File: src/rtl/fifo_arb_pkg.sv
// fifo_arb_pkg
// Shared types and helpers for the FIFO write-port arbiter.
//   arb_state_t : ownership FSM states (used only when ARB_BURST_EN is defined)
//   PTR_RST     : reset value of the round-robin priority pointer
//   wrap_inc    : index increment with explicit wrap at num-1, so that
//                 non-power-of-two producer counts wrap correctly
package fifo_arb_pkg;

    typedef enum logic {
        IDLE  = 1'b0,
        BURST = 1'b1
    } arb_state_t;

    localparam int unsigned PTR_RST = 0;

    function automatic int unsigned wrap_inc(input int unsigned idx, input int unsigned num);
        return (idx == num - 1) ? 0 : idx + 1;
    endfunction

endpackage

File: src/rtl/fifo_wr_arbiter_rr_pick.sv
// rr_pick
// Combinational round-robin picker. Searches req starting at ptr, then
// ptr+1 ... NUM_REQ-1, 0 ... ptr-1, and returns the first requester.
// Ports:
//   req   in  NUM_REQ          request vector
//   ptr   in  $clog2(NUM_REQ)  index searched first
//   gnt   out NUM_REQ          one-hot pick, zero when nothing requests
//   idx   out $clog2(NUM_REQ)  index of the pick (0 when none)
//   found out 1                a pick was made
module rr_pick
    import fifo_arb_pkg::*;
#(
    parameter int NUM_REQ = 4
) (
    input  logic [NUM_REQ-1:0]         req,
    input  logic [$clog2(NUM_REQ)-1:0] ptr,
    output logic [NUM_REQ-1:0]         gnt,
    output logic [$clog2(NUM_REQ)-1:0] idx,
    output logic                       found
);

    localparam int IDX_W = $clog2(NUM_REQ);

    logic [IDX_W-1:0] cand;

    // NOTE: combinational logic uses blocking assignments and gives every
    // output a default first, so no path leaves a value unassigned (no latch).
    always_comb begin
        gnt   = '0;
        idx   = '0;
        found = 1'b0;
        cand  = ptr;
        for (int k = 0; k < NUM_REQ; k++) begin
            if (!found && req[cand]) begin
                found     = 1'b1;
                idx       = cand;
                gnt[cand] = 1'b1;
            end
            cand = IDX_W'(wrap_inc(32'(cand), NUM_REQ));
        end
    end

endmodule

File: src/rtl/fifo_wr_arbiter.sv
// fifo_wr_arbiter
// Round-robin arbiter sharing the FIFO write port between NUM_REQ producers.
// At most one producer is accepted per cycle; the grant is combinational
// and the FIFO captures the granted word on the same edge.
// Optional feature: define ARB_BURST_EN to let a producer hold the port for
// up to BURST_LEN consecutive beats (IDLE/BURST FSM plus beat counter).
// Ports:
//   clk           in  1                   clock, rising edge
//   reset         in  1                   synchronous, active-high
//   req           in  NUM_REQ             producer i has a word
//   req_data      in  NUM_REQ*DATA_WIDTH  producer i's word at [i*DATA_WIDTH +: DATA_WIDTH]
//   gnt           out NUM_REQ             one-hot or zero; word written this edge
//   fifo_wr_ready in  1                   FIFO can accept a word
//   fifo_wr_en    out 1                   FIFO write enable
//   fifo_wr_data  out DATA_WIDTH          granted word, 0 when no grant
//   owner         out $clog2(NUM_REQ)     last-granted producer / burst owner
module fifo_wr_arbiter
    import fifo_arb_pkg::*;
#(
    parameter int NUM_REQ    = 4,
    parameter int DATA_WIDTH = 4,
    parameter int BURST_LEN  = 4
) (
    input  logic                            clk,
    input  logic                            reset,
    input  logic [NUM_REQ-1:0]              req,
    input  logic [NUM_REQ*DATA_WIDTH-1:0]   req_data,
    output logic [NUM_REQ-1:0]              gnt,
    input  logic                            fifo_wr_ready,
    output logic                            fifo_wr_en,
    output logic [DATA_WIDTH-1:0]           fifo_wr_data,
    output logic [$clog2(NUM_REQ)-1:0]      owner
);

    localparam int IDX_W = $clog2(NUM_REQ);

    if (NUM_REQ < 2 || BURST_LEN < 1) begin : g_param_check
        $error("fifo_wr_arbiter: NUM_REQ must be >= 2 and BURST_LEN >= 1");
    end

    logic [IDX_W-1:0]   ptr;
    logic [NUM_REQ-1:0] pick_req;
    logic [NUM_REQ-1:0] pick_gnt;
    logic [IDX_W-1:0]   pick_idx;
    logic               pick_found;
    logic               grant_ok;

    rr_pick #(.NUM_REQ(NUM_REQ)) u_pick (
        .req   (pick_req),
        .ptr   (ptr),
        .gnt   (pick_gnt),
        .idx   (pick_idx),
        .found (pick_found)
    );

    // Reset and backpressure both suppress the grant in the same cycle.
    assign grant_ok   = !reset && fifo_wr_ready;
    assign gnt        = grant_ok ? pick_gnt : '0;
    assign fifo_wr_en = |gnt;

    // gnt is one-hot or zero, so OR-ing the selected slices is the mux.
    always_comb begin
        fifo_wr_data = '0;
        for (int i = 0; i < NUM_REQ; i++) begin
            if (gnt[i]) begin
                fifo_wr_data = fifo_wr_data | req_data[i*DATA_WIDTH +: DATA_WIDTH];
            end
        end
    end

`ifdef ARB_BURST_EN

    localparam int CNT_W = $clog2(BURST_LEN + 1);

    arb_state_t       state;
    logic [CNT_W-1:0] count;

    // While bursting only the owner may win; masking its req lets the same
    // picker serve both modes.
    always_comb begin
        pick_req = req;
        if (state == BURST) begin
            pick_req        = '0;
            pick_req[owner] = req[owner];
        end
    end

    // NOTE: sequential state uses non-blocking assignments so every register
    // samples the pre-edge values regardless of statement order.
    always_ff @(posedge clk) begin
        if (reset) begin
            ptr   <= IDX_W'(PTR_RST);
            owner <= IDX_W'(PTR_RST);
            state <= IDLE;
            count <= '0;
        end else if (fifo_wr_ready) begin
            if (state == BURST) begin
                // Either the burst continues or the owner dropped req; in both
                // cases the next search starts just after the owner.
                ptr <= IDX_W'(wrap_inc(32'(owner), NUM_REQ));
                if (!req[owner]) begin
                    state <= IDLE;
                end else begin
                    count <= count + 1'b1;
                    if (count == CNT_W'(BURST_LEN - 1)) begin
                        state <= IDLE;
                    end
                end
            end else if (pick_found) begin
                ptr   <= IDX_W'(wrap_inc(32'(pick_idx), NUM_REQ));
                owner <= pick_idx;
                count <= CNT_W'(1);
                state <= (BURST_LEN > 1) ? BURST : IDLE;
            end
        end
    end

`else

    assign pick_req = req;

    always_ff @(posedge clk) begin
        if (reset) begin
            ptr   <= IDX_W'(PTR_RST);
            owner <= IDX_W'(PTR_RST);
        end else if (fifo_wr_ready && pick_found) begin
            ptr   <= IDX_W'(wrap_inc(32'(pick_idx), NUM_REQ));
            owner <= pick_idx;
        end
    end

`endif

endmodule

File: config.mk
export PLATFORM = sky130hd
export DESIGN_NAME = fifo_wr_arbiter
export DESIGN_NICKNAME = d
export VERILOG_FILES = /design/src/rtl/fifo_arb_pkg.sv /design/src/rtl/fifo_wr_arbiter_rr_pick.sv /design/src/rtl/fifo_wr_arbiter.sv
export SDC_FILE = /design/constraint.sdc
export NUM_CORES = 1
export LEC_CHECK = 0
export BUFFER_PORTS_ARGS = -buffer_cell sky130_fd_sc_hd__buf_2
export CORE_UTILIZATION = 29
export CTS_CLUSTER_DIAMETER = 80
export DETAILED_ROUTE_END_ITERATION = 8
export MAX_ROUTING_LAYER = met4
export SLEW_MARGIN = 20
export SYNTH_ARGS = -nofsm -noshare
export SYNTH_HDL_FRONTEND = slang
export SYNTH_HIERARCHICAL = 1
export SYNTH_SLANG_ARGS = --single-unit
File: constraint.sdc
create_clock -name clk -period 3.2 [get_ports clk]
set_input_delay 0 -clock clk [delete_from_list [all_inputs] [get_ports clk]]
set_output_delay 0 -clock clk [all_outputs]
set_load 0.1 [all_outputs]
==> Word level (Yosys, flattened, before mapping) <==
Cells that the tools add are included.
{ "classes": {"n_addsub": 4, "order_cmp": 8, "n_eq_ne": 4, "mux": 37, "bitwise_logic": 6, "n_reduce_logical": 14} }
{ "op_table": {"columns": ["op", "n"], "rows": [
  ["4-bit two-way mux", 9],
  ["4-bit bitwise OR", 6],
  ["2-bit two-way mux", 8],
  ["2-bit by 3-bit less-than comparator with 1-bit output, second input constant", 4],
  ["1-bit two-way mux", 12],
  ["1-bit logical AND", 9],
  ["2-bit by 1-bit adder with 2-bit output, second input constant", 4],
  ["1-bit binary-select mux with 2-bit select", 4],
  ["1-bit demux with 2-bit select", 4],
  ["2-bit equality test, second input constant", 4],
  ["2-bit by 1-bit >= comparator with 1-bit output, second input constant", 4],
  ["1-bit zero test", 4],
  ["4-bit OR reduction", 1]
]} }
{ "totals": {"regBits": 4, "input_bits": 23, "output_inout_bits": 11, "wordCells": 75} }

==> Depth between registers and ports, before layout <==
{ "logic_depth": {"word_depth": 20, "mapped_depth": 13, "mapped_depth_nobuf": 10} }

==> Hierarchy <==
Netlist, hierarchy kept.
{ "modules_own_cells": {"columns": ["mod", "n_inst", "cells_per_inst", "area_per_inst_um2", "seq_area_each_um2"], "rows": [
  ["rr_pick", 1, 65, 524.3, 0.0],
  ["fifo_wr_arbiter", 1, 39, 337.8, 80.1]
]} }

==> Least setup slack after synthesis <==
OpenSTA, ideal clock, no wires.
{ "synth_path": {"path_kind": "register -> output", "start": "reg ptr[0]", "end": "out fifo_wr_data[0]", "t_arrival_ns": 4.096, "t_required_ns": 3.200, "path_slack_ns": -0.896, "path_stages_with_launch": 11, "path_cell_list": "dfxtp_1 buf_4 buf_2 inv_1 ha_1 buf_6 mux4_2 a311oi_1 a221o_1 a22oi_1 a21oi_1"} }
{ "synth_rtl": {"columns": ["element", "line", "text"], "rows": [
  ["start: declaration", "fifo_wr_arbiter.sv:41", "logic [IDX_W-1:0] ptr;"],
  ["start signal: assignment", "fifo_wr_arbiter.sv:124", "ptr <= IDX_W'(PTR_RST);"],
  ["start signal: assignment", "fifo_wr_arbiter.sv:127", "ptr <= IDX_W'(wrap_inc(32'(pick_idx), NUM_REQ));"],
  ["2-bit by 1-bit adder with 2-bit output, or another cell as far along", "fifo_arb_pkg.sv:17", "return (idx == num - 1) ? 0 : idx + 1;"],
  ["2-bit two-way mux or 1-bit two-way mux (tied branches)", "fifo_arb_pkg.sv:17, fifo_wr_arbiter_rr_pick.sv:34", null],
  ["2-bit by 1-bit adder with 2-bit output, or another cell as far along", "fifo_arb_pkg.sv:17", null],
  ["2-bit two-way mux, or another cell as far along", "fifo_arb_pkg.sv:17", null],
  ["2-bit by 1-bit adder with 2-bit output, or another cell as far along", "fifo_arb_pkg.sv:17", null],
  ["2-bit two-way mux, or another cell as far along", "fifo_arb_pkg.sv:17", null],
  ["2-bit by 3-bit less-than comparator with 1-bit output (not written as such), or another cell as far along", "fifo_wr_arbiter_rr_pick.sv:37", "gnt[cand] = 1'b1;"],
  ["1-bit logical AND (not written as such), or another cell as far along", "fifo_wr_arbiter_rr_pick.sv:37", null],
  ["1-bit two-way mux (not written as such), or another cell as far along", "fifo_wr_arbiter_rr_pick.sv:37", null],
  ["1-bit demux with 2-bit select, or another cell as far along", null, null],
  ["4-bit bitwise OR (no source line) or 1-bit logical AND (tied branches)", null, null],
  ["4-bit two-way mux (*)", "fifo_wr_arbiter_rr_pick.sv:34", "if (!found && req[cand]) begin"],
  ["net pick_gnt[2]", "fifo_wr_arbiter.sv:43", "logic [NUM_REQ-1:0] pick_gnt;"],
  ["4-bit two-way mux (*)", "fifo_wr_arbiter.sv:58", "assign gnt = grant_ok ? pick_gnt : '0;"],
  ["4-bit two-way mux (*)", "fifo_wr_arbiter.sv:65", "if (gnt[i]) begin"],
  ["4-bit bitwise OR", "fifo_wr_arbiter.sv:66", "fifo_wr_data = fifo_wr_data | req_data[i*DATA_WIDTH +: DATA_WIDTH];"],
  ["4-bit two-way mux (*)", "fifo_wr_arbiter.sv:65", null],
  ["end: declaration", "fifo_wr_arbiter.sv:31", "output logic [DATA_WIDTH-1:0] fifo_wr_data,"]
]} }
The timed path passes the listed nets; every way through them passes the cells marked *. The select of a mux whose other input is x is not followed.

==> Worst setup path after layout <==
{ "layout_path": {"start": "reg ptr[0]", "end": "out fifo_wr_en"} }
{ "layout_via": {"elab_chain_len": 14} }
{ "layout_lines": {"columns": ["element", "line", "text"], "rows": [
  ["2-bit by 1-bit adder with 2-bit output, or another cell as far along", "fifo_arb_pkg.sv:17", null],
  ["2-bit two-way mux or 1-bit two-way mux (tied branches)", "fifo_arb_pkg.sv:17, fifo_wr_arbiter_rr_pick.sv:34", null],
  ["2-bit by 1-bit adder with 2-bit output, or another cell as far along", "fifo_arb_pkg.sv:17", null],
  ["2-bit two-way mux, or another cell as far along", "fifo_arb_pkg.sv:17", null],
  ["2-bit by 1-bit adder with 2-bit output, or another cell as far along", "fifo_arb_pkg.sv:17", null],
  ["2-bit two-way mux, or another cell as far along", "fifo_arb_pkg.sv:17", null],
  ["2-bit by 3-bit less-than comparator with 1-bit output (not written as such), or another cell as far along", "fifo_wr_arbiter_rr_pick.sv:37", null],
  ["1-bit logical AND (not written as such), or another cell as far along", "fifo_wr_arbiter_rr_pick.sv:37", null],
  ["1-bit two-way mux (not written as such), or another cell as far along", "fifo_wr_arbiter_rr_pick.sv:37", null],
  ["1-bit demux with 2-bit select, or another cell as far along", null, null],
  ["4-bit bitwise OR (no source line) or 1-bit logical AND (tied branches)", null, null],
  ["4-bit two-way mux (*)", "fifo_wr_arbiter_rr_pick.sv:34", null],
  ["net pick_gnt[3]", "fifo_wr_arbiter.sv:43", null],
  ["4-bit two-way mux (*)", "fifo_wr_arbiter.sv:58", null],
  ["4-bit OR reduction (*)", "fifo_wr_arbiter.sv:59", "assign fifo_wr_en = |gnt;"],
  ["end: declaration", "fifo_wr_arbiter.sv:30", "output logic fifo_wr_en,"]
]} }
Marks and branches as above.

==> metrics.yaml <==
grt_first_pass_wirelength_mm: 3.80
postCtsSetupRepairBufs: 0
rsz0062_at_grt: "false"
worstPathCellList: "inv_1 -> ha_1 -> buf_4 -> or3_1 -> nand4_1 -> a311oi_2 -> a221o_1 -> nor4_2 -> nor2_4 -> buf_2"
hold_class: "in -> reg"
clkTransAtPathRegs_ns: 0.04
proportion_of_power_drawn_by_the_clock_network: 0.048
post-route-drc-count: 0
design.die.area_sq_um: 3190
drt_pre_antenna_iters: 5
powerDensity_nw_per_um2: 1040
finalSetupTns_ns: 0
final_layout_size_suffix_gt1_frac: 0.403
flow.area_growth_from_synthesis_pct: 44.4
place.gp.congestion: 0.844
drt-total-wl_mm: 2.18
number_of_antenna_violations_at_the_first_check_in_global_routing: 0
clock_skew_ns: 0.00755
core_region_area_sq_um: 2780
final_core_util: 0.448
final_design_area_no_fill_sq_um: 1240
clock_sink_count: 4
startpoint_type_of_the_worst_setup_path: "flip-flop"
worst_path_max_delay_cell: "a221o_1"
synth-seq-area-share: 0.0929
placement.cell_area_sq_um: 1210
slew_violations: 0
htree_levels: 1
number_of_inserted_diodes: 0
post_synth_and_or_nand_nor_area_fraction: 0.200
drt-initial-drc-count: 26
critical_path_required_ns: 3.20
via_count: 945
gr_usage_total: 0.150
syn-num-nets: 135
synth_mux_area_frac: 0.113
drt-wirelength-per-cell_um: 13.2
yosys.cell_types.count: 34
synth.ff_latch_count: 4
die_width_um: 56.5
p_leak_nw: 0.497
critPathBufInv: 3
drv_cap: 0
cp_data_arrival_time_ns: 3.00
sw_frac_of_total: 0.580
chip_height_um: 56.5
cts_root_buffer: "clkbuf_4"
num-nets-final: 167
tritoncts: "yes"
synth-compound-area-share: 0.389
post_cts.resized_instances: 0
design.portCount: 34
end_kind: "output pin"
critPathTopFamily: "simple AND/OR/NAND/NOR gates"
pwr-share-comb: 0.892
post_synth_fa_ha_maj_area_fraction: 0.116
power.share.sequential: 0.060
p_int_mw: 0.544
dpl_hpwl_mm: 1.74
max_freq_ghz: 0.333
ys_warn_count: 6
number_of_global_route_vias_before_repair: 885
vdd_ir_drop_max_uv: 649
netSwitchingPower_mw: 0.753
detailedPlace.worstSlack_ns: 0.329
via_per_inst: 5.73
run_status: "complete, no violations"
worst-setup-path-type: "reg -> out"
buffer_ports.inserted: 33
holdBufCountCts: 0
synthesized_netlist_cell_count: 104
placed_instances: 162
synth.cell_area_sq_um: 862
gr-total-overflow: 0
commonest_cells_after_routing_fill_and_taps_aside: "buf_2, a22oi_1, buf_12"
final_period_minus_worst_setup_slack_ns: 3.00
maxSlewHeadroom: 0.680
synth_area_in_xor_xnor: 0
insertion_delay_ns: 0.24
syn_avg_cell_area_sq_um: 8.29
finish.cell_count_without_fillers: 165
setup-violations-final: 0
fin_crit_sh: 0.937
floorplan.initialDensity: 0.310
worst_path_largest_cell_delay_ns: 0.42
finalWorstSetupSlack_ns: 0.201
grt_start_max_net_pins: 23
tightest_slew_ns: 0.483
ctsLongestPathBuffers: 2
ant_nets: 0
worst-path-max-fanout: 9
cts_made_buffers: 3
fp-row-count: 19
timing_hold_violations_final: 0
synth_top_family_by_area: "compound AO/OA/AOI/OAI gates"
most_common_library_cell_in_the_layout_ignoring_fill_and_taps: "buf_2"
-- final cells by class --
| cell class | count | area (sq um) |
|---|---|---|
| Sequential cell | 4 | 80.1 |
| Fill cell | 272 | 1540 |
| Tap cell | 31 | 38.8 |
| Timing Repair Buffer | 36 | 308 |
| Inverter | 5 | 18.8 |
| Multi-Input combinational cell | 86 | 777 |
| Clock buffer | 3 | 22.5 |
-- power groups by stage --
stage	Sequential [mW]	Combinational, mW	Clock [mW]
2_1_floorplan	0.151	0.843	0
3_3_place_gp	0.0778	1.12	0
3_5_place_dp	0.0789	1.15	0
4_1_cts	0.0786	1.15	0.0652
5_1_grt	0.0811	1.25	0.0703
6_report	0.0784	1.16	0.0623
-- layer usage --
layer	up-vias	track usage	part of all wire
met4	0	0.0697	0.017
met3	4	0.0207	0.054
met2	35	0.235	0.48
met5	-	-	0
met1	435	0.190	0.45
li1	471	-	-
-- stage by stage --
step / power (mW) / hold slack (ns)
final: 1.30 / 0.0187
after detailed placement: 1.22 / 0.271
after floorplan: 0.993 / 0.0691
after global placement: 1.20 / 0.272
after CTS: 1.29 / 0.0165
after global routing: 1.41 / 0.0368
-- cells in the mapped netlist --
cell	count	area [sq um]
buf_6	2	22.5
o21a_1	2	15.0
buf_2	4	20.0
or4_1	1	7.51
o211ai_1	3	22.5
nand4bb_1	1	11.3
o32ai_1	1	8.76
a21oi_1	11	55.1
nor2_1	3	11.3
nand3_1	4	20.0
a21bo_1	4	40.0
nand4_1	2	12.5
mux4_2	3	67.6
nand2b_4	1	13.8
o21ai_0	1	5.00
a22o_1	4	35.0
clkbuf_1	2	7.51
nor2b_4	2	27.5
a221o_1	5	50.1
a311oi_1	1	8.76
and2_1	4	25.0
a32oi_1	1	8.76
inv_1	5	18.8
mux2i_1	3	30.0
nor3_1	1	5.00
a31oi_1	1	6.26
a22oi_1	8	60.1
nor4_1	1	6.26
nand2_1	7	26.3
ha_1	8	100
buf_4	1	7.51
a32o_1	2	20.0
dfxtp_1	4	80.1
or3_1	1	6.26
-- state kept, by name (all words and copies together), names as in the netlist --
register,cells
owner,2
ptr,2
-- cell families after synthesis --
| logic type | after synthesis |
|---|---|
| fa+ha+maj | 8 |
| simple gates | 28 |
| mux | 6 |
| buf+inv | 14 |
| flops | 4 |
| compound gates | 44 |
-- path summary, 6_finish.rpt --
check / startpoint / to / slack [ns] / cells past startpoint
hold / removal: reset / ptr[1] / 0.02 / 2
setup / recovery: ptr[0] / fifo_wr_en / 0.20 / 10
setup reg to reg: ptr[0] / ptr[0] / 0.40 / 11
hold reg to reg: owner[0] / owner[0] / 0.57 / 2
Note: power is estimated with default switching activity, not from simulation.
